`src/rtl/score_bcd_converter.sv`:
```
// Sequential double-dabble binary-to-packed-BCD converter for the score displays.
// Define SCORE_BCD_BLANK_EN to generate leading-zero blank flags.
module score_bcd_converter #(
    parameter int BIN_WIDTH = 27,
    parameter int DIGITS    = 8
) (
    input  logic                  clk,
    input  logic                  rst,
    input  logic                  load,
    input  logic [BIN_WIDTH-1:0]  bin_in,
    output logic                  busy,
    output logic                  done,
    output logic [4*DIGITS-1:0]   bcd_out,
    output logic                  overflow,
    output logic [DIGITS-1:0]     blank_mask
);

    localparam int SW = 4 * (DIGITS + 1);
    localparam int CW = $clog2(BIN_WIDTH + 1);
    localparam logic [63:0] MAX_VAL = (64'd10 ** DIGITS) - 64'd1;
    localparam logic [CW-1:0] LAST = CW'(BIN_WIDTH - 1);

    typedef enum logic [1:0] {
        S_IDLE,
        S_SHIFT,
        S_DONE
    } state_t;

    state_t               state;
    logic [BIN_WIDTH-1:0] sr;
    logic [SW-1:0]        scratch;
    logic [SW-1:0]        scr_adj;
    logic [CW-1:0]        count;
    logic                 ovf_pending;
    logic                 in_ovf;

    assign in_ovf = 64'(bin_in) > MAX_VAL;

    always_comb begin
        scr_adj = scratch;
        for (int i = 0; i <= DIGITS; i++) begin
            if (scratch[4*i +: 4] >= 4'd5)
                scr_adj[4*i +: 4] = scratch[4*i +: 4] + 4'd3;
        end
    end

`ifdef SCORE_BCD_BLANK_EN
    logic [DIGITS-1:0] mask_next;
    logic              seen;

    // Walk down from the top digit; everything above the first nonzero digit blanks.
    always_comb begin
        mask_next = '0;
        seen      = 1'b0;
        for (int i = DIGITS - 1; i > 0; i--) begin
            seen         = seen | (scratch[4*i +: 4] != 4'd0);
            mask_next[i] = ~seen;
        end
    end

    always_ff @(posedge clk) begin
        if (rst)
            blank_mask <= '0;
        else if (state == S_DONE)
            blank_mask <= ovf_pending ? '0 : mask_next;
    end
`else
    assign blank_mask = '0;
`endif

    always_ff @(posedge clk) begin
        if (rst) begin
            state       <= S_IDLE;
            sr          <= '0;
            scratch     <= '0;
            count       <= '0;
            ovf_pending <= 1'b0;
            busy        <= 1'b0;
            done        <= 1'b0;
            bcd_out     <= '0;
            overflow    <= 1'b0;
        end else begin
            done <= 1'b0;
            unique case (state)
                S_IDLE: begin
                    if (load) begin
                        sr          <= bin_in;
                        scratch     <= '0;
                        count       <= '0;
                        ovf_pending <= in_ovf;
                        busy        <= 1'b1;
                        state       <= S_SHIFT;
                    end
                end
                S_SHIFT: begin
                    {scratch, sr} <= {scr_adj[SW-2:0], sr, 1'b0};
                    count         <= count + 1'b1;
                    if (count == LAST)
                        state <= S_DONE;
                end
                S_DONE: begin
                    bcd_out  <= ovf_pending ? {DIGITS{4'h9}}
                                            : scratch[4*DIGITS-1:0];
                    overflow <= ovf_pending;
                    done     <= 1'b1;
                    busy     <= 1'b0;
                    state    <= S_IDLE;
                end
                default: state <= S_IDLE;
            endcase
        end
    end

endmodule

```
`config.mk`:
```
export PLATFORM = sky130hd
export DESIGN_NAME = score_bcd_converter
export DESIGN_NICKNAME = d
export VERILOG_FILES = /design/src/rtl/score_bcd_converter.sv
export SDC_FILE = /design/constraint.sdc
export NUM_CORES = 1
export LEC_CHECK = 0
export CAP_MARGIN = 5
export CORE_MARGIN = 4
export CORE_UTILIZATION = 53
export DETAILED_ROUTE_END_ITERATION = 10
export MAX_ROUTING_LAYER = met4
export PLACE_DENSITY = 0.79
export SYNTH_ARGS = -nofsm -noshare
export SYNTH_HDL_FRONTEND = slang
export SYNTH_SLANG_ARGS = --single-unit
```
`constraint.sdc`:
```
create_clock -name clk -period 1.7 [get_ports clk]
set_input_delay 0.51 -clock clk [delete_from_list [all_inputs] [get_ports clk]]
set_output_delay 0.51 -clock clk [all_outputs]
set_load 0.01 [all_outputs]
```
==> results of run 1 <==
[layout make-up]
class	count	area, µm²	area share
clock buffers	11	141	0.0258
clock inverters	5	57.6	0.0105
inverters	19	71.3	0.0130
multi-input cells	354	2210	0.404
flip-flops and latches	102	2040	0.373
well taps	105	131	0.0240
repair buffers	88	822	0.150
[power by group through the flow]
| stage | combinational (mW) | sequential, mW | clock [mW] |
|---|---|---|---|
| finish | 0.489 | 2.49 | 1.52 |
| global route | 0.537 | 2.50 | 1.65 |
| CTS | 0.488 | 2.49 | 1.57 |
| detailed placement | 0.488 | 2.55 | 0 |
| global placement | 0.476 | 2.54 | 0 |
| floorplan | 0.298 | 2.53 | 0 |
[critical path, delay by kind of cell]
family / cells / cell delay, ps
buf+inv: 2 / 650
simple gates: 4 / 770
[repair_timing]
item / CTS / global route
endpoints found under the setup margin: 35 / 11
gates resized for setup: 35 / 3
pin swaps: 0 / 0
hold buffers: 0 / 0
[cells by family after synthesis]
logic type | share of synthesized area
xor gates and xnor gates | 0.0293
adders and majority gates | 0.0502
and+or+nand+nor | 0.201
muxes | 0.0179
other | 0.000836
DFF | 0.455
AOI/OAI and AO/OA | 0.185
buffers and inverters | 0.0603
[path summary, 6_finish.rpt]
check	start	to	slack [ps]
setup / recovery	load	sr[15]$_SDFFE_PP0P_	40
hold / removal	bcd_out[19]$_SDFFE_PP0P_	bcd_out[19]$_SDFFE_PP0P_	460
setup reg to reg	state[1]$_SDFFE_PP0P_	scratch[22]$_SDFFE_PP0P_	90
hold reg to reg	bcd_out[19]$_SDFFE_PP0P_	bcd_out[19]$_SDFFE_PP0P_	460
[registers in the layout, summed over array words and instances (netlist names)]
register     count
bcd_out         32
busy             1
count            5
done             1
overflow         1
ovf_pending      1
scratch         32
sr              27
state            2
[stage by stage]
step | std cells | power [mW] | hold slack [ps] | TNS (ps) | utilization
3_5_place_dp | 668 | 3.03 | 447 | -18540 | 0.646
4_1_cts | 684 | 4.54 | 464 | 0 | 0.665
6_report | 684 | 4.50 | 458 | 0 | 0.667
2_1_floorplan | 513 | 2.83 | 432 | 0 | -
5_1_grt | 684 | 4.69 | 480 | -14.7 | 0.667
3_3_place_gp | 668 | 3.02 | 435 | -15950 | 0.646
[per-layer routing]
layer,global-route usage,up-vias,part of all wire
met3,0.0493,9,0.049
met4,0.0404,0,0.0093
li1,-,1888,-
met1,0.234,1776,0.42
met5,-,-,0
met2,0.377,91,0.52
[cell usage in the layout (no fill, tap or decap), drive strengths merged, types with 9 or more instances in the layout]
cell type,count
dfxtp,102
nor2,63
inv,20
a21oi,45
dlygate4sd2,35
nand3,18
a22oi,14
o21ai,34
ha,18
nand2,36
a22o,33
clkbuf,11
nor3,13
nor4,13
clkdlybuf4s50,28
buf,25
nand2b,9
==> impl_metrics.toml, run 1 <==
[power]
internal_power_mw = 3.39
p_sw_frac = 0.247
clockPowerShare = 0.338
power.switching_mw = 1.11
ir_drop_mv = 0.727
power_frac_seq = 0.553
powerDensity_nw_per_um2 = 822
p_comb_frac = 0.109
cellLeakagePower_nw = 2.25

[yosys]
ys_seq_area_frac = 0.455
synth_common_cells = "dfxtp_1 (102), nor2_1 (61), a21oi_1 (44), nand2_1 (36), o21ai_0 (34)"
yosys_warnings = 0
synth.most_common_cell = "dfxtp_1"
synth_cells = 506
yosysTopAreaCellShare = 0.455
synth_area_leaders = "dfxtp_1 (46%), a22o_1 (6.4%), nor2_1 (5.1%)"
synth-edff-count = 0
yosys_most_used_dff = "dfxtp_1"
yosys.area.top_type = "dfxtp_1"
syn_area_um2 = 4480
ys_seq_elements = 102
async_flop_share = 0
syn_avg_cell_area_um2 = 8.86
yosysUniqueCellTypes = 40

[critical_path]
path_max_fanout = 5
critPathLaunchType = "primary input"
worstPathRequired_ps = 1970
slowest_stage = "clkdlybuf4s50_1"
critPathKind = "primary input to register"
reg2reg_depth = 3
arrival_ps = 1930
cp_cell_sequence = "clkdlybuf4s50_1, or3b_4, nand2_1, buf_4, nor2_1, nor4_1"
cp_slowest_stage_delay_ps = 510
endpoint_kind = "register"

[drt]
wl_per_cell_um = 14.7
route.detailed.drc = 0
drt_pass1_iterations = 4
drtIter0Drc = 187
vias = 3764
viasPerCell = 5.50
routed_wl_mm = 10.1
ant_nets = 0

[run_status]
status = "completed"

[worst_hold_path]
hold_depth = 2
hp-class = "register to register"

[clocking]
cts.sinks = 102
clk-insertion-delay-late_ps = 360
clk_pin_slew_worst_paths_ps = 100
cts_setup_buffers = 0
cts-root-buf = "clkbuf_8"
cts_buffer_depth = 2
cts_buffers = 9
cts_tree = "built"
cts.htree.levels = 3

[placement]
io_buffers = 64
pre_cts_ws_ps = -335
hpwl_mm = 7.06
gp_congestion = 0.794
place_area_um2 = 5310

[timing]
final_max_slew_viol_count = 0
period_needed_ps = 1660
finalSetupViolations = 0
hold_viol_final = 0
fmax_mhz = 601
setup_slack_ps = 35.7
rsz0062_at_grt = "true"
max-slew-margin-rel = 0.543
period_share = 0.979
worst_slew_pin_slew_ps = 683
finClkSkew_ps = 10.1

[global_route]
grt_overflow = 0
grt_max_degree = 39
grt_pass1_wl_mm = 16.4
grt.total_usage = 0.208
grt_pass1_vias = 3596
antenna_found_initial = 0

[floorplan]
die_area_um2 = 10000
die_w_um = 100
ios = 73
core-area_um2 = 8220
rows = 33
start_util = 0.546
die_y_um = 100

[cells_and_area]
syn_to_final_growth_pct = 22.1
antenna_cells = 0
drive_gt1_frac = 0.100
nets = 622
fill_cells = 700
postLayoutCellArea_um2 = 5480

[job]
drv_cap = 0
(Power assumes the default switching activity.)
==> run 2, diff against run 1 <==
Settings changed: CAP_MARGIN 5 to 20, CORE_UTILIZATION 53 to 47, DONT_BUFFER_PORTS set to 1, PLACE_DENSITY 0.79 to unset.
==> run 2 against run 1 <==
Net effect:
- sequential power barely moved
- routed wire length fell by 5.1%
- cell count fell by 6.4%
- worst hold slack got worse by 250 ps
- fmax rose by 9.2%
- via count fell by 7.7%
- non-clock buffer count fell by 68
==> impl_metrics.toml, run 2 (synthesis results as in run 1) <==
[drt]
drt_pass1_iterations = 4
routed_wl_mm = 9.54
drtIter0Drc = 162
wl_per_cell_um = 14.9
route.detailed.drc = 0
viasPerCell = 5.43
vias = 3474
ant_nets = 0

[floorplan]
core-area_um2 = 9280
die_area_um2 = 11200
die_w_um = 106
start_util = 0.483
die_y_um = 106
rows = 35
ios = 73

[power]
cellLeakagePower_nw = 1.81
power.switching_mw = 1.10
internal_power_mw = 3.28
ir_drop_mv = 0.488
p_comb_frac = 0.082
clockPowerShare = 0.350
power_frac_seq = 0.568
p_sw_frac = 0.252
powerDensity_nw_per_um2 = 907

[critical_path]
critPathKind = "register to register"
r2r_slack_ps = 180
worstPathRequired_ps = 1960
arrival_ps = 1790
critPathLaunchType = "register"
endpoint_kind = "register"
path_max_fanout = 4
reg2reg_depth = 6

[timing]
period_share = 0.897
period_needed_ps = 1520
finalSetupViolations = 0
rsz0062_at_grt = "false"
finClkSkew_ps = 16.6
hold_viol_final = 0
fmax_mhz = 656
final_max_slew_viol_count = 0
setup_tns_ps = 0

[clocking]
cts.sinks = 102
cts_hold_buf = 0
clk_pin_slew_worst_paths_ps = 100
clk-insertion-delay-late_ps = 360
cts_tree = "built"
cts_buffers = 9
cts_buffer_depth = 2
cts_resized = 0
cts.htree.levels = 3
cts-root-buf = "clkbuf_8"

[global_route]
grt_pass1_wl_mm = 15.9
grt.total_usage = 0.179
grt_max_degree = 57
antenna_found_initial = 0
grt_overflow = 0
grt_pass1_vias = 3312

[cells_and_area]
final_common_cell = "dfxtp_1"
reg.largest.list = "bcd_out (32), scratch (32), sr (27)"
drive_gt1_frac = 0.0998
syn_to_final_growth_pct = 7.76
antenna_cells = 0
postLayoutCellArea_um2 = 4830
final_util = 0.520
final_cell_mix = "dfxtp_1 (102), nor2_1 (61), a21oi_1 (44)"
nets = 554

[job]
drv_cap = 0

[placement]
gp_congestion = 0.821
place_area_um2 = 4620
hpwl_mm = 6.62
io_buffers = 0

[worst_hold_path]
hold_depth = 1
hp-class = "primary input to register"

[run_status]
status = "completed"
run 2: area by class of cell:
cell class	count	area (µm²)
fill	912	4450
timing repair buffer	20	163
inverter	19	71.3
tap	129	161
multi-input combinational	354	2200
clock buffer	10	128
sequential	102	2040
clock inverter	6	68.8
run 2: repair_timing:
| item | 4_1_cts | 5_1_grt |
|---|---|---|
| setup buffers | 0 | 1 |
| setup endpoints to repair | 0 | 8 |
| hold endpoints to repair | 0 | 0 |
run 2: worst paths after layout:
check                           startpoint                  endpoint
setup reg to reg  scratch[13]$_SDFFE_PP0P_  scratch[14]$_SDFFE_PP0P_
hold / removal                         rst  scratch[23]$_SDFFE_PP0P_
hold reg to reg        sr[13]$_SDFFE_PP0P_       sr[13]$_SDFFE_PP0P_
setup / recovery  scratch[13]$_SDFFE_PP0P_  scratch[14]$_SDFFE_PP0P_
run 2: layer usage:
| layer | up-vias | share of wire | GRT usage |
|---|---|---|---|
| met2 | 69 | 0.48 | 0.295 |
| li1 | 1751 | - | - |
| met4 | 0 | 0.0082 | 0.0416 |
| met1 | 1647 | 0.46 | 0.221 |
| met5 | - | 0 | - |
| met3 | 7 | 0.051 | 0.0459 |
run 2: power groups by stage:
stage	Clock, mW	Sequential, mW	Combinational, mW
after detailed placement	0	2.54	0.356
after global routing	1.67	2.50	0.405
after global placement	0	2.54	0.350
after CTS	1.57	2.49	0.357
after floorplan	0	2.53	0.298
final	1.53	2.49	0.360
run 2: critical path, cell delays in order, from the launching register on:
cell and delay (ps):
dfxtp_1 410, inv_1 100, ha_1 180, nand2b_1 130
a21oi_1 280, mux2i_1 120, a22o_1 200
run 2: through the flow:
stage / power (mW) / hold slack (ps) / setup WS (ps) / cells
after floorplan: 2.83 / 432 / 196 / 513
after global placement: 2.89 / 439 / 156 / 623
after detailed placement: 2.90 / 441 / 114 / 623
after CTS: 4.42 / 191 / 89.6 / 639
after global routing: 4.58 / 185 / 58.8 / 640
final: 4.38 / 205 / 176 / 640
==> run 3, diff against run 2 <==
Settings changed: CAP_MARGIN 20 to unset.
==> results of run 3 <==
No change in the layout: final DEF, timing and power equal those of run 2.
